<file path="config.mk">
export PLATFORM = sky130hd
export DESIGN_NAME = mac_dot_sequencer
export DESIGN_NICKNAME = d
export VERILOG_FILES = /design/src/rtl/mac_seq_pkg.sv /design/src/rtl/mac_seq_addr_gen.sv /design/src/rtl/mac_dot_sequencer.sv
export SDC_FILE = /design/constraint.sdc
export NUM_CORES = 1
export LEC_CHECK = 0
export ABC_AREA = 1
export CAP_MARGIN = 20
export CELL_PAD_IN_SITES_DETAIL_PLACEMENT = 1
export CELL_PAD_IN_SITES_GLOBAL_PLACEMENT = 1
export CORE_MARGIN = 1.5
export CORE_UTILIZATION = 32
export CTS_CLUSTER_DIAMETER = 40
export DETAILED_ROUTE_END_ITERATION = 10
export GPL_TIMING_DRIVEN = 0
export PLACE_DENSITY = 0.91
export SYNTH_ARGS = -nofsm -noshare
export SYNTH_HDL_FRONTEND = slang
export SYNTH_SLANG_ARGS = --single-unit
</file>
<file path="constraint.sdc">
create_clock -name clk -period 4.2 [get_ports clk]
set_clock_uncertainty 0.1 [all_clocks]
set_input_delay 1.05 -clock clk [delete_from_list [all_inputs] [get_ports clk]]
set_output_delay 1.05 -clock clk [all_outputs]
set_load 0.02 [all_outputs]
</file>
<file path="src/rtl/mac_seq_pkg.sv">
// Shared types and helpers for the MAC dot-product sequencer.
// Holds the FSM state encoding, the float32 zero constant and a latency helper.
package mac_seq_pkg;

  typedef enum logic [2:0] {
    IDLE,
    CLR,
    ISSUE,
    DRAIN,
    HOLD
  } seq_state_t;

  localparam logic [31:0] FP32_ZERO = 32'h0;

  // Cycles from command handshake to res_valid for a run of len pairs.
  function automatic int unsigned total_latency(input int unsigned clr_wait,
                                                input int unsigned drain_cycles,
                                                input int unsigned len);
    return 1 + clr_wait + len + 1 + drain_cycles;
  endfunction

endpackage

</file>
<file path="src/rtl/mac_seq_addr_gen.sv">
// Operand address generator: base + i*stride via an accumulating adder, one read per cycle.
// en rises the cycle after start and stays high for len cycles; last flags the final read.
module mac_seq_addr_gen
  import mac_seq_pkg::*;
#(
  parameter int ADDR_W = 10,
  parameter int LEN_W  = 11
) (
  input  logic              clk,
  input  logic              rst,
  input  logic              load,
  input  logic [ADDR_W-1:0] base,
  input  logic [ADDR_W-1:0] stride,
  input  logic [LEN_W-1:0]  len,
  input  logic              start,
  output logic              en,
  output logic [ADDR_W-1:0] addr,
  output logic              last
);

  logic [ADDR_W-1:0] base_q;
  logic [ADDR_W-1:0] stride_q;
  logic [LEN_W-1:0]  len_q;
  logic [LEN_W-1:0]  cnt;

  assign last = en && (cnt == len_q - LEN_W'(1));

  always_ff @(posedge clk) begin
    if (rst) begin
      base_q   <= '0;
      stride_q <= '0;
      len_q    <= '0;
      cnt      <= '0;
      en       <= 1'b0;
      addr     <= '0;
    end else begin
      if (load) begin
        base_q   <= base;
        stride_q <= stride;
        len_q    <= len;
      end
      if (start) begin
        en   <= 1'b1;
        addr <= base_q;
        cnt  <= '0;
      end else if (en) begin
        if (last) begin
          en <= 1'b0;
        end else begin
          // Address wraps naturally modulo 2^ADDR_W.
          addr <= addr + stride_q;
          cnt  <= cnt + LEN_W'(1);
        end
      end
    end
  end

endmodule

</file>
<file path="src/rtl/mac_dot_sequencer.sv">
// Dot-product sequencer: clears the MAC, streams len SRAM operand pairs, drains, returns the sum.
// Latency 1+CLR_WAIT+len+1+DRAIN_CYCLES; result held until res_ready. MAC_SEQ_STRIDE_EN adds strides.
module mac_dot_sequencer
  import mac_seq_pkg::*;
#(
  parameter int ADDR_W       = 10,
  parameter int LEN_W        = 11,
  parameter int CLR_WAIT     = 2,
  parameter int DRAIN_CYCLES = 4
) (
  input  logic              clk,
  input  logic              rst,
  input  logic              cmd_valid,
  output logic              cmd_ready,
  input  logic [ADDR_W-1:0] cmd_base_a,
  input  logic [ADDR_W-1:0] cmd_base_b,
  input  logic [LEN_W-1:0]  cmd_len,
`ifdef MAC_SEQ_STRIDE_EN
  input  logic [ADDR_W-1:0] cmd_stride_a,
  input  logic [ADDR_W-1:0] cmd_stride_b,
`endif
  output logic              mem_a_en,
  output logic [ADDR_W-1:0] mem_a_addr,
  input  logic [31:0]       mem_a_rdata,
  output logic              mem_b_en,
  output logic [ADDR_W-1:0] mem_b_addr,
  input  logic [31:0]       mem_b_rdata,
  output logic [31:0]       mac_data_a,
  output logic [31:0]       mac_data_b,
  output logic              mac_valid,
  output logic              mac_clear,
  input  logic [31:0]       mac_data_out,
  input  logic              mac_overflow,
  output logic              res_valid,
  input  logic              res_ready,
  output logic [31:0]       res_data,
  output logic              res_overflow,
  output logic              busy
);

  localparam int CW_W = $clog2(CLR_WAIT + 2);
  localparam int DC_W = $clog2(DRAIN_CYCLES + 2);

  seq_state_t        state;
  logic [CW_W-1:0]   clr_cnt;
  logic [DC_W-1:0]   drn_cnt;
  logic              len_zero;
  logic              ovf_sticky;
  logic              cmd_fire;
  logic              issue_start;
  logic              a_last;
  logic              b_last;
  logic [ADDR_W-1:0] stride_a;
  logic [ADDR_W-1:0] stride_b;

`ifdef MAC_SEQ_STRIDE_EN
  assign stride_a = cmd_stride_a;
  assign stride_b = cmd_stride_b;
`else
  assign stride_a = ADDR_W'(1);
  assign stride_b = ADDR_W'(1);
`endif

  assign cmd_fire    = cmd_valid && cmd_ready;
  assign issue_start = (state == CLR) && (clr_cnt == CW_W'(CLR_WAIT)) && !len_zero;

  // SRAM read data lines up with the registered mac_valid, so it passes straight through.
  assign mac_data_a = mem_a_rdata;
  assign mac_data_b = mem_b_rdata;

  mac_seq_addr_gen #(.ADDR_W(ADDR_W), .LEN_W(LEN_W)) u_gen_a (
    .clk    (clk),
    .rst    (rst),
    .load   (cmd_fire),
    .base   (cmd_base_a),
    .stride (stride_a),
    .len    (cmd_len),
    .start  (issue_start),
    .en     (mem_a_en),
    .addr   (mem_a_addr),
    .last   (a_last)
  );

  mac_seq_addr_gen #(.ADDR_W(ADDR_W), .LEN_W(LEN_W)) u_gen_b (
    .clk    (clk),
    .rst    (rst),
    .load   (cmd_fire),
    .base   (cmd_base_b),
    .stride (stride_b),
    .len    (cmd_len),
    .start  (issue_start),
    .en     (mem_b_en),
    .addr   (mem_b_addr),
    .last   (b_last)
  );

  always_ff @(posedge clk) begin
    if (rst) begin
      state        <= IDLE;
      cmd_ready    <= 1'b1;
      busy         <= 1'b0;
      mac_clear    <= 1'b0;
      mac_valid    <= 1'b0;
      res_valid    <= 1'b0;
      res_data     <= FP32_ZERO;
      res_overflow <= 1'b0;
      clr_cnt      <= '0;
      drn_cnt      <= '0;
      len_zero     <= 1'b0;
      ovf_sticky   <= 1'b0;
    end else begin
      mac_clear <= 1'b0;
      mac_valid <= mem_a_en;
      case (state)
        IDLE: begin
          if (cmd_fire) begin
            state      <= CLR;
            cmd_ready  <= 1'b0;
            busy       <= 1'b1;
            mac_clear  <= 1'b1;
            clr_cnt    <= '0;
            len_zero   <= (cmd_len == '0);
            ovf_sticky <= 1'b0;
          end
        end
        CLR: begin
          // The clear cycle itself may still show the previous run's flag.
          if (clr_cnt != '0) ovf_sticky <= ovf_sticky | mac_overflow;
          if (clr_cnt == CW_W'(CLR_WAIT)) begin
            drn_cnt <= '0;
            state   <= len_zero ? DRAIN : ISSUE;
          end else begin
            clr_cnt <= clr_cnt + CW_W'(1);
          end
        end
        ISSUE: begin
          ovf_sticky <= ovf_sticky | mac_overflow;
          if (a_last && b_last) begin
            drn_cnt <= '0;
            state   <= DRAIN;
          end
        end
        DRAIN: begin
          ovf_sticky <= ovf_sticky | mac_overflow;
          // The first drain cycle covers the mac_valid register stage, then count quiet cycles.
          if (drn_cnt == '0) begin
            drn_cnt <= DC_W'(1);
          end else if (!mac_valid) begin
            if (drn_cnt >= DC_W'(DRAIN_CYCLES)) begin
              res_data     <= mac_data_out;
              res_overflow <= ovf_sticky | mac_overflow;
              res_valid    <= 1'b1;
              state        <= HOLD;
            end else begin
              drn_cnt <= drn_cnt + DC_W'(1);
            end
          end
        end
        HOLD: begin
          if (res_ready) begin
            res_valid <= 1'b0;
            cmd_ready <= 1'b1;
            busy      <= 1'b0;
            state     <= IDLE;
          end
        end
        default: state <= IDLE;
      endcase
    end
  end

endmodule

</file>
==> results.json, run 1 <==
{
  "status": "completed",
  "seqCellArea_mm2": 0.00248,
  "placedCellCount": 1395,
  "start_kind": "primary input",
  "drc_errors": 0,
  "final_layout_size_suffix_gt1_frac": 0.109,
  "powerDensity_mw_per_mm2": 446,
  "worst-r2r-setup-slack_ns": 1.53,
  "max_stage_delay_ns": 0.59,
  "max_freq_mhz": 348,
  "clock_path_buffers": 2,
  "cts_resized": 0,
  "synth_seq_cells": 124,
  "grt_pass1_wl_mm": 36.3,
  "cts_setup_buffers": 0,
  "slew_viol_final": 0,
  "wl_per_cell_um": 15.7,
  "setup_ws_ns": 1.32,
  "synth-seq-area-share": 0.383,
  "drt_first_pass_iters": 4,
  "areaGrowthSynthToFinish_pct": 43.5,
  "yosys_warnings": 0,
  "yosys.area_share.simple": 0.283,
  "ys_types": 33,
  "worstPathCellList": "buf_4 > clkdlybuf4s50_1",
  "die-height_um": 145,
  "finalSetupViolCount": 0,
  "p_leak_nw": 3.78,
  "vias_per_cell": 4.91,
  "die_area_mm2": 0.0211,
  "worstSkewPairLatency_ns": 0.42,
  "tns_ns": 0,
  "crit_arrival_ns": 1.73,
  "fillers": 2545,
  "ant_nets": 0,
  "core-area_mm2": 0.0197,
  "fin_cells": 1426,
  "track_usage": 0.211,
  "totalWireLength_mm": 22.4,
  "cp.required_ns": 3.05,
  "cp-end-kind": "output port",
  "placed_cell_area_mm2": 0.00873,
  "crit_type": "in2out",
  "dpl.hpwl_mm": 16.9,
  "nNetsFinal": 1292,
  "final_hold_viol_count": 0,
  "drt_iter0_drc": 252,
  "start_util": 0.330,
  "synthCells": 939,
  "cp_slowest_cell": "clkdlybuf4s50_1",
  "fin_crit_sh": 0.685,
  "rows": 51,
  "synth_fa_ha_area_frac": 0.0212,
  "yosys-mux-area-fraction": 0,
  "min-delay-start": "u_gen_b.base_q[3]",
  "cts_hold_buf": 0,
  "critPathBufInv": 2,
  "antenna_cells": 0,
  "hold_class": "reg2reg",
  "overflow": 0,
  "critPathMaxFanout": 1,
  "cp_top_family": "buffers and inverters",
  "synth_compound_area_frac": 0.134,
  "min_to": "u_gen_b.base_q[3]",
  "synth-xor-area-share": 0.0324,
  "fp.dieW_um": 145,
  "htree_levels": 4,
  "synth_area_mm2": 0.00649,
  "synth_top_family_by_area": "simple AND/OR/NAND/NOR gates",
  "cts_root_buf": "clkbuf_16",
  "worst-r2r-cell-count": 15,
  "cts_sinks": 124,
  "grt_pass1_vias": 7300,
  "ir_drop_v": 0.000312,
  "clkTransAtPathRegs_ns": 0.06,
  "cts_buffers": 17,
  "hold_depth": 2,
  "rr_endpoint": "u_gen_a.addr[3]",
  "worstMarginPinSlew_ns": 0.753,
  "avgSynthCellArea_um2": 6.91,
  "multi_input_area_mm2": 0.00305,
  "timing.final.crit_period_ns": 2.88,
  "r2r-start": "u_gen_b.len_q[0]",
  "portBuffers": 191,
  "grt_antenna_before_repair": 0,
  "ioPinCount": 256,
  "drv_cap": 0,
  "gp_congestion": 0.869,
  "grt_max_degree": 17,
  "rsz0062_at_grt": "no",
  "slew_headroom": 0.498,
  "final_cell_area_mm2": 0.00931,
  "synth_nets": 1082,
  "pre_cts_ws_ns": 0.940,
  "final_util": 0.474,
  "routed-via-count": 6996,
  "cts_tree": "built"
}
-- area by class of cell --
type,instances,share of cell area
multi-input combinational,629,0.328
tap,265,0.0356
inverter,92,0.0371
timing repair buffer,191,0.205
sequential,124,0.267
clock inverter,13,0.0153
buffer,94,0.0652
clock buffer,18,0.0472
-- layer usage --
layer,global-route usage,wire (um)
met2,0.373,11300
met5,0,0
met1,0.240,9040
met3,0.0630,1590
met4,0.0740,412
-- sequential cells by signal (all words and copies together), names as in the netlist, 2 cells and up --
register and flops:
res_data 32, u_gen_a.cnt 11, u_gen_b.cnt 11, u_gen_b.len_q 11, u_gen_a.addr 10, u_gen_a.base_q 10
u_gen_b.addr 10, u_gen_b.base_q 10, drn_cnt 3, state 3, clr_cnt 2
-- synth_stat cells, drive strengths merged --
cell	count	area, um^2
nand2	167	634
nor2	160	658
dfxtp	124	2480
o21ai	93	465
inv	91	342
buf	71	520
nand3	66	345
a21oi	57	285
clkbuf	23	86.3
xor2	20	175
nor3	18	101
a31oi	11	68.8
ha	11	138
nor4	7	43.8
nand4	5	31.3
a211oi	4	30.0
xnor2	4	35.0
o22ai	2	12.5
a22oi	1	7.51
clkinv	1	3.75
nand3b	1	7.51
nor3b	1	7.51
or2	1	6.26
-- cells by family (layout without fill, tap and decap cells) --
logic type	after synthesis	count (layout)
and+or+nand+nor	426	426
xor gates and xnor gates	24	24
AOI/OAI and AO/OA	168	168
adders and majority gates	11	11
DFF	124	124
buffers and inverters	186	408
-- stage by stage --
step                hold WS (ns)  total power [mW]
floorplan                  0.324              2.23
global placement           0.334              2.63
detailed placement         0.341              2.69
CTS                        0.350              4.17
global route               0.367              4.39
finish                     0.351              4.15
-- cells in the final DEF (no fill, tap or decap), types with 2 or more instances in the layout --
cell type        count
o21ai_0             91
clkinvlp_4           5
clkinv_4             2
inv_2                7
o22ai_1              2
ha_1                11
clkbuf_16           17
nor3_1              17
buf_4               64
o21ai_1              2
a31oi_1             11
a211oi_1             4
nand2_2              3
nand2_1            164
dfxtp_1            124
inv_1               84
nor2_4               6
nor4_1               7
nand3_2              3
buf_2                5
xnor2_1              4
nand3_1             63
clkdlybuf4s50_1    191
xor2_1              20
nor2_2               5
nor2_1             149
clkinv_2             2
nand4_1              5
bufinv_16            2
clkbuf_1            23
a21oi_1             57
inv_6                2
-- worst max path at each step --
stage | startpoint | to | cells after the start | slack [ns]
after floorplan | mem_a_rdata[0] | mac_data_a[0] | 1 | 1.87
after global placement | rst | u_gen_a.base_q[4] | 6 | 1.02
after detailed placement | rst | u_gen_a.base_q[4] | 6 | 0.94
after CTS | mem_a_rdata[4] | mac_data_a[4] | 2 | 1.32
after global routing | state[2] | res_data[6] | 11 | 1.17
final | mem_a_rdata[1] | mac_data_a[1] | 2 | 1.32
-- power by group --
group / switching (mW) / total [mW] / internal [mW]
Clock: 0.581 / 1.47 / 0.888
Sequential: 0.108 / 1.42 / 1.31
Combinational: 0.778 / 1.27 / 0.488
Total: 1.47 / 4.15 / 2.69
Power figures use the tool's default switching activity.
==> run 2: changes to the inputs <==
- CORE_UTILIZATION: 32 -> 30
- PLACE_DENSITY: 0.91 -> 0.87
- clock period: 4.2 -> 2.9 ns (I/O delays scaled with it)
==> run 2 against run 1 <==
Critical path depth up 16. Register-to-register slack got worse by 1.3 ns. Worst setup slack got worse by 1.1 ns. Final cell count is 0.63% higher. Critical path type is now reg2reg. Via count decreased by 1.8%. Wire length down 2.3%. Cell area grew 0.21%.
==> results.json, run 2 (synthesis results as in run 1) <==
{
  "status": "completed",
  "slew_viol_final": 0,
  "top_register": "res_data",
  "routed-via-count": 6870,
  "final_util": 0.443,
  "hold_class": "reg2reg",
  "drc_errors": 0,
  "hold_ws_ns": 0.353,
  "overflow": 0,
  "grt_antenna_before_repair": 0,
  "totalWireLength_mm": 21.9,
  "gp_congestion": 0.839,
  "portBuffers": 191,
  "largest_reg_flops": 32,
  "grt_pass1_wl_mm": 34.7,
  "ir_drop_v": 0.000448,
  "pwr-share-comb": 0.303,
  "slew_headroom": 0.515,
  "max_freq_mhz": 380,
  "final_hold_viol_count": 0,
  "core-area_mm2": 0.0211,
  "final_cell_mix": "clkdlybuf4s50_1 (191), nand2_1 (164), nor2_1 (148), dfxtp_1 (123), o21ai_0 (91)",
  "placed_cell_area_mm2": 0.00874,
  "p_total_mw": 6.04,
  "p_switching_mw": 2.10,
  "drt_first_pass_iters": 4,
  "drt_iter0_drc": 289,
  "track_usage": 0.197,
  "wl_per_cell_um": 15.2,
  "nNetsFinal": 1292,
  "setup_ws_ns": 0.269,
  "p_leak_nw": 3.78,
  "ant_nets": 0,
  "swShare": 0.347,
  "crit_type": "reg2reg",
  "seqPwrFrac": 0.338,
  "die-height_um": 150,
  "clkTransAtPathRegs_ns": 0.06,
  "layout_commonest_cell": "clkdlybuf4s50_1",
  "grt_pass1_vias": 7072,
  "drv_cap": 0,
  "pwr-share-clk": 0.359,
  "pre_cts_ws_ns": -0.0207,
  "worstMarginPinSlew_ns": 0.728,
  "dpl.hpwl_mm": 17.0,
  "seqCellArea_mm2": 0.00248,
  "fillers": 2683,
  "worstSkewPairLatency_ns": 0.44,
  "cp.required_ns": 3.16,
  "cts_buffers": 17,
  "cts_setup_buffers": 0,
  "start_util": 0.308,
  "vias_per_cell": 4.79,
  "crit_arrival_ns": 2.89,
  "critPathMaxFanout": 6,
  "htree_levels": 4,
  "fin_crit_sh": 0.907,
  "areaGrowthSynthToFinish_pct": 43.9,
  "p_int_mw": 3.94,
  "cts_root_buf": "clkbuf_16",
  "die_area_mm2": 0.0225,
  "start_kind": "flip-flop",
  "final_layout_size_suffix_gt1_frac": 0.110,
  "powerDensity_mw_per_mm2": 647,
  "rsz0062_at_grt": "no",
  "grt_max_degree": 17,
  "rows": 53,
  "timing.final.crit_period_ns": 2.63,
  "cp-end-kind": "flip-flop",
  "final_cell_area_mm2": 0.00933,
  "cts_sinks": 124,
  "antenna_cells": 0,
  "fp.dieW_um": 150,
  "multi_input_area_mm2": 0.00306,
  "finalSetupViolCount": 0,
  "clock_path_buffers": 2,
  "ioPinCount": 256,
  "cts_tree": "built"
}
run 2: power groups by stage:
| stage | clock network [mW] | registers (mW) | logic (mW) |
|---|---|---|---|
| after global placement | 0 | 2.07 | 1.74 |
| after floorplan | 0 | 2.11 | 1.12 |
| after CTS | 2.19 | 2.04 | 1.84 |
| after detailed placement | 0 | 2.08 | 1.81 |
| after global routing | 2.28 | 2.07 | 2.04 |
| final | 2.17 | 2.04 | 1.83 |
run 2: stage by stage:
step,TNS (ns),instances
floorplan,0,939
global placement,0,1405
detailed placement,-0.0207,1405
CTS,0,1435
global route,0,1435
finish,0,1435
run 2: per-layer routing:
metal	track usage	share of wire
met3	0.0637	0.070
met5	0	0
met4	0.0647	0.014
met2	0.346	0.50
met1	0.223	0.41
run 2: path summary, 6_finish.rpt:
| path | start | cells after the start | slack (ns) | to |
|---|---|---|---|---|
| setup / recovery | u_gen_b.len_q[0] | 18 | 0.27 | drn_cnt[2] |
| hold reg to reg | u_gen_b.base_q[0] | 2 | 0.35 | u_gen_b.base_q[0] |
| hold / removal | u_gen_b.base_q[0] | 2 | 0.35 | u_gen_b.base_q[0] |
| setup reg to reg | u_gen_b.len_q[0] | 18 | 0.27 | drn_cnt[2] |
run 2: timing repair:
action | 4_1_cts | 5_1_grt
resized for setup | 0 | 4
hold buffers | 0 | 0
endpoints found under the hold margin | 0 | 0
endpoints found under the setup margin | 0 | 21
run 2: layout make-up:
type | instances | share of cell area
Multi-Input combinational cell | 629 | 0.328
Clock inverter | 11 | 0.0156
Timing Repair Buffer | 191 | 0.205
Buffer | 94 | 0.0650
Tap cell | 275 | 0.0369
Sequential cell | 124 | 0.266
Clock buffer | 19 | 0.0464
Inverter | 92 | 0.0370
run 2: critical path: stages, from the launching register on:
cell and delay, ns:
dfxtp_2 0.35, inv_2 0.12, ha_2 0.23, nand2_1 0.13, nor2_2 0.17, nand2_1 0.11, nand2_1 0.09, nand2_1 0.07
nand2_1 0.06, nand2_1 0.05, nor2_1 0.12, nand3_2 0.15, nor2_4 0.17, nand3_2 0.13, nand2_2 0.16, nand3_2 0.12
nand2_1 0.09, inv_1 0.04, nor2_1 0.10
==> run 3: changes to the inputs <==
- CAP_MARGIN: 20 -> not set
- PLACE_DENSITY: 0.87 -> 0.83
==> run 3 against run 2 <==
Via count increased by 0.32%. Final cell count increased by 0.35%. Non-clock buffer count is 3 higher. Global-route usage fell by 0.27 points. Cell area increased by 0.94%. Register-to-register slack about the same. Utilization rose by 0.42 points. Worst setup slack worse by 0.0091 ns. Hold slack better by 0.0077 ns. Count of clock-buffer cells in the layout did not move. First-iteration DRC count unchanged. Critical path depth fell by 8. Critical endpoint is now u_gen_a.cnt[5]. Highest routed layer unchanged.
==> results.json, run 3 (synthesis results as in run 1) <==
{
  "antenna_cells": 0,
  "core-area_mm2": 0.0211,
  "htree_levels": 4,
  "worstPathCellList": "inv_2 > nor2_1 > nand2_1 > nor2_1 > inv_1 > nor2_2 > inv_2 > nand2_1 > clkbuf_1 > a21oi_1",
  "cts_root_buf": "clkbuf_16",
  "gp_congestion": 0.847,
  "track_usage": 0.194,
  "cp.required_ns": 3.08,
  "multi_input_area_mm2": 0.00306,
  "powerDensity_mw_per_mm2": 663,
  "drt_first_pass_iters": 5,
  "final_cell_mix": "clkdlybuf4s50_1 (191), nand2_1 (164), nor2_1 (147), dfxtp_1 (124), o21ai_0 (91)",
  "cts_tree": "built",
  "cp_slowest_cell": "clkbuf_1",
  "top_register": "res_data",
  "clkTransAtPathRegs_ns": 0.06,
  "max_stage_delay_ns": 0.51,
  "status": "completed",
  "dpl.hpwl_mm": 16.8,
  "max_freq_mhz": 379,
  "grt_util_met3": 0.0570,
  "p_leak_nw": 3.84,
  "start_util": 0.308,
  "drt_iter0_drc": 289,
  "crit_arrival_ns": 2.82,
  "cts_buffers": 17,
  "totalWireLength_mm": 22.0,
  "ant_nets": 0,
  "drc_errors": 0,
  "grt.met2_usage": 0.354,
  "cts_sinks": 124,
  "fillers": 2660,
  "final_cell_area_mm2": 0.00942,
  "rsz0062_at_grt": "no",
  "die-height_um": 150,
  "hold_class": "reg2reg",
  "cp-end-kind": "flip-flop",
  "worstSkewPairLatency_ns": 0.43,
  "nNetsFinal": 1295,
  "grt_antenna_before_repair": 0,
  "drv_cap": 0,
  "largest_reg_flops": 32,
  "timing.final.crit_period_ns": 2.64,
  "grt_max_degree": 17,
  "grt_pass1_wl_mm": 34.3,
  "grt_pass1_vias": 7080,
  "rows": 53,
  "routed-via-count": 6892,
  "final_hold_viol_count": 0,
  "placed_cell_area_mm2": 0.00874,
  "finalSetupViolCount": 0,
  "ioPinCount": 256,
  "ir_drop_v": 0.000445,
  "fp.dieW_um": 150,
  "worstMarginPinSlew_ns": 0.657,
  "areaGrowthSynthToFinish_pct": 45.2,
  "slew_viol_final": 0,
  "setup_ws_ns": 0.260,
  "final_layout_size_suffix_gt1_frac": 0.112,
  "vias_per_cell": 4.79,
  "slew_headroom": 0.562,
  "portBuffers": 191,
  "clock_path_buffers": 2,
  "grt_use_met1": 0.212,
  "fin_crit_sh": 0.910,
  "pre_cts_ws_ns": -0.0283,
  "wl_per_cell_um": 15.3,
  "die_area_mm2": 0.0225,
  "gr-max-usage-layer": "met2",
  "start_kind": "flip-flop",
  "layout_commonest_cell": "clkdlybuf4s50_1",
  "crit_type": "reg2reg",
  "critPathMaxFanout": 10,
  "seqCellArea_mm2": 0.00248,
  "overflow": 0
}
==> run 3: path summary, 6_finish.rpt <==
| check | from | end | slack [ns] | cells after the start |
|---|---|---|---|---|
| worst max-delay path | state[0] | u_gen_a.cnt[5] | 0.26 | 10 |
| worst min-delay path | u_gen_b.base_q[0] | u_gen_b.base_q[0] | 0.36 | 2 |
| worst max register to register | state[0] | u_gen_a.cnt[5] | 0.26 | 10 |
| worst min register to register | u_gen_b.base_q[0] | u_gen_b.base_q[0] | 0.36 | 2 |
==> run 3: cell type report <==
type                       instances  share of cell area
timing repair buffer             194               0.205
clock inverter                    13              0.0227
multi-input combinational        629               0.325
tap                              275              0.0365
inverter                          92              0.0367
clock buffer                      19              0.0460
buffer                            94              0.0647
sequential                       124               0.264
==> run 3: per-stage QoR <==
stage               hold WS [ns]  utilization  cells  TNS, ns  power, mW
CTS                        0.360        0.445   1437        0       6.28
global placement           0.335        0.415   1405  -0.0202       3.81
detailed placement         0.347        0.415   1405  -0.0283       3.88
finish                     0.360        0.447   1440        0       6.25
floorplan                  0.324            -    939        0       3.23
global route               0.379        0.447   1440        0       6.57
==> run 3: what timing repair did <==
item	CTS	global route
endpoints found under the setup margin	0	14
setup buffers	0	3
resized for setup	0	3
hold buffers	0	0
==> run 3: critical path: cells and delay by family (launching register included) <==
family	cells	cell delay (ns)
and+or+nand+nor	5	1.06
DFF	1	0.40
AOI/OAI and AO/OA	1	0.09
buffers and inverters	4	0.85
==> run 3: where the power goes <==
| group | internal [mW] | leakage (nW) | switching, mW | total (mW) |
|---|---|---|---|---|
| logic | 0.710 | 2.52 | 1.11 | 1.82 |
| registers | 1.90 | 1.01 | 0.152 | 2.05 |
| clock network | 1.53 | 0.308 | 0.845 | 2.38 |
==> run 3: layer usage <==
| metal | routed length (um) | share of wire |
|---|---|---|
| met2 | 11300 | 0.51 |
| met5 | 0 | 0 |
| met3 | 1560 | 0.071 |
| met4 | 410 | 0.019 |
| met1 | 8770 | 0.40 |
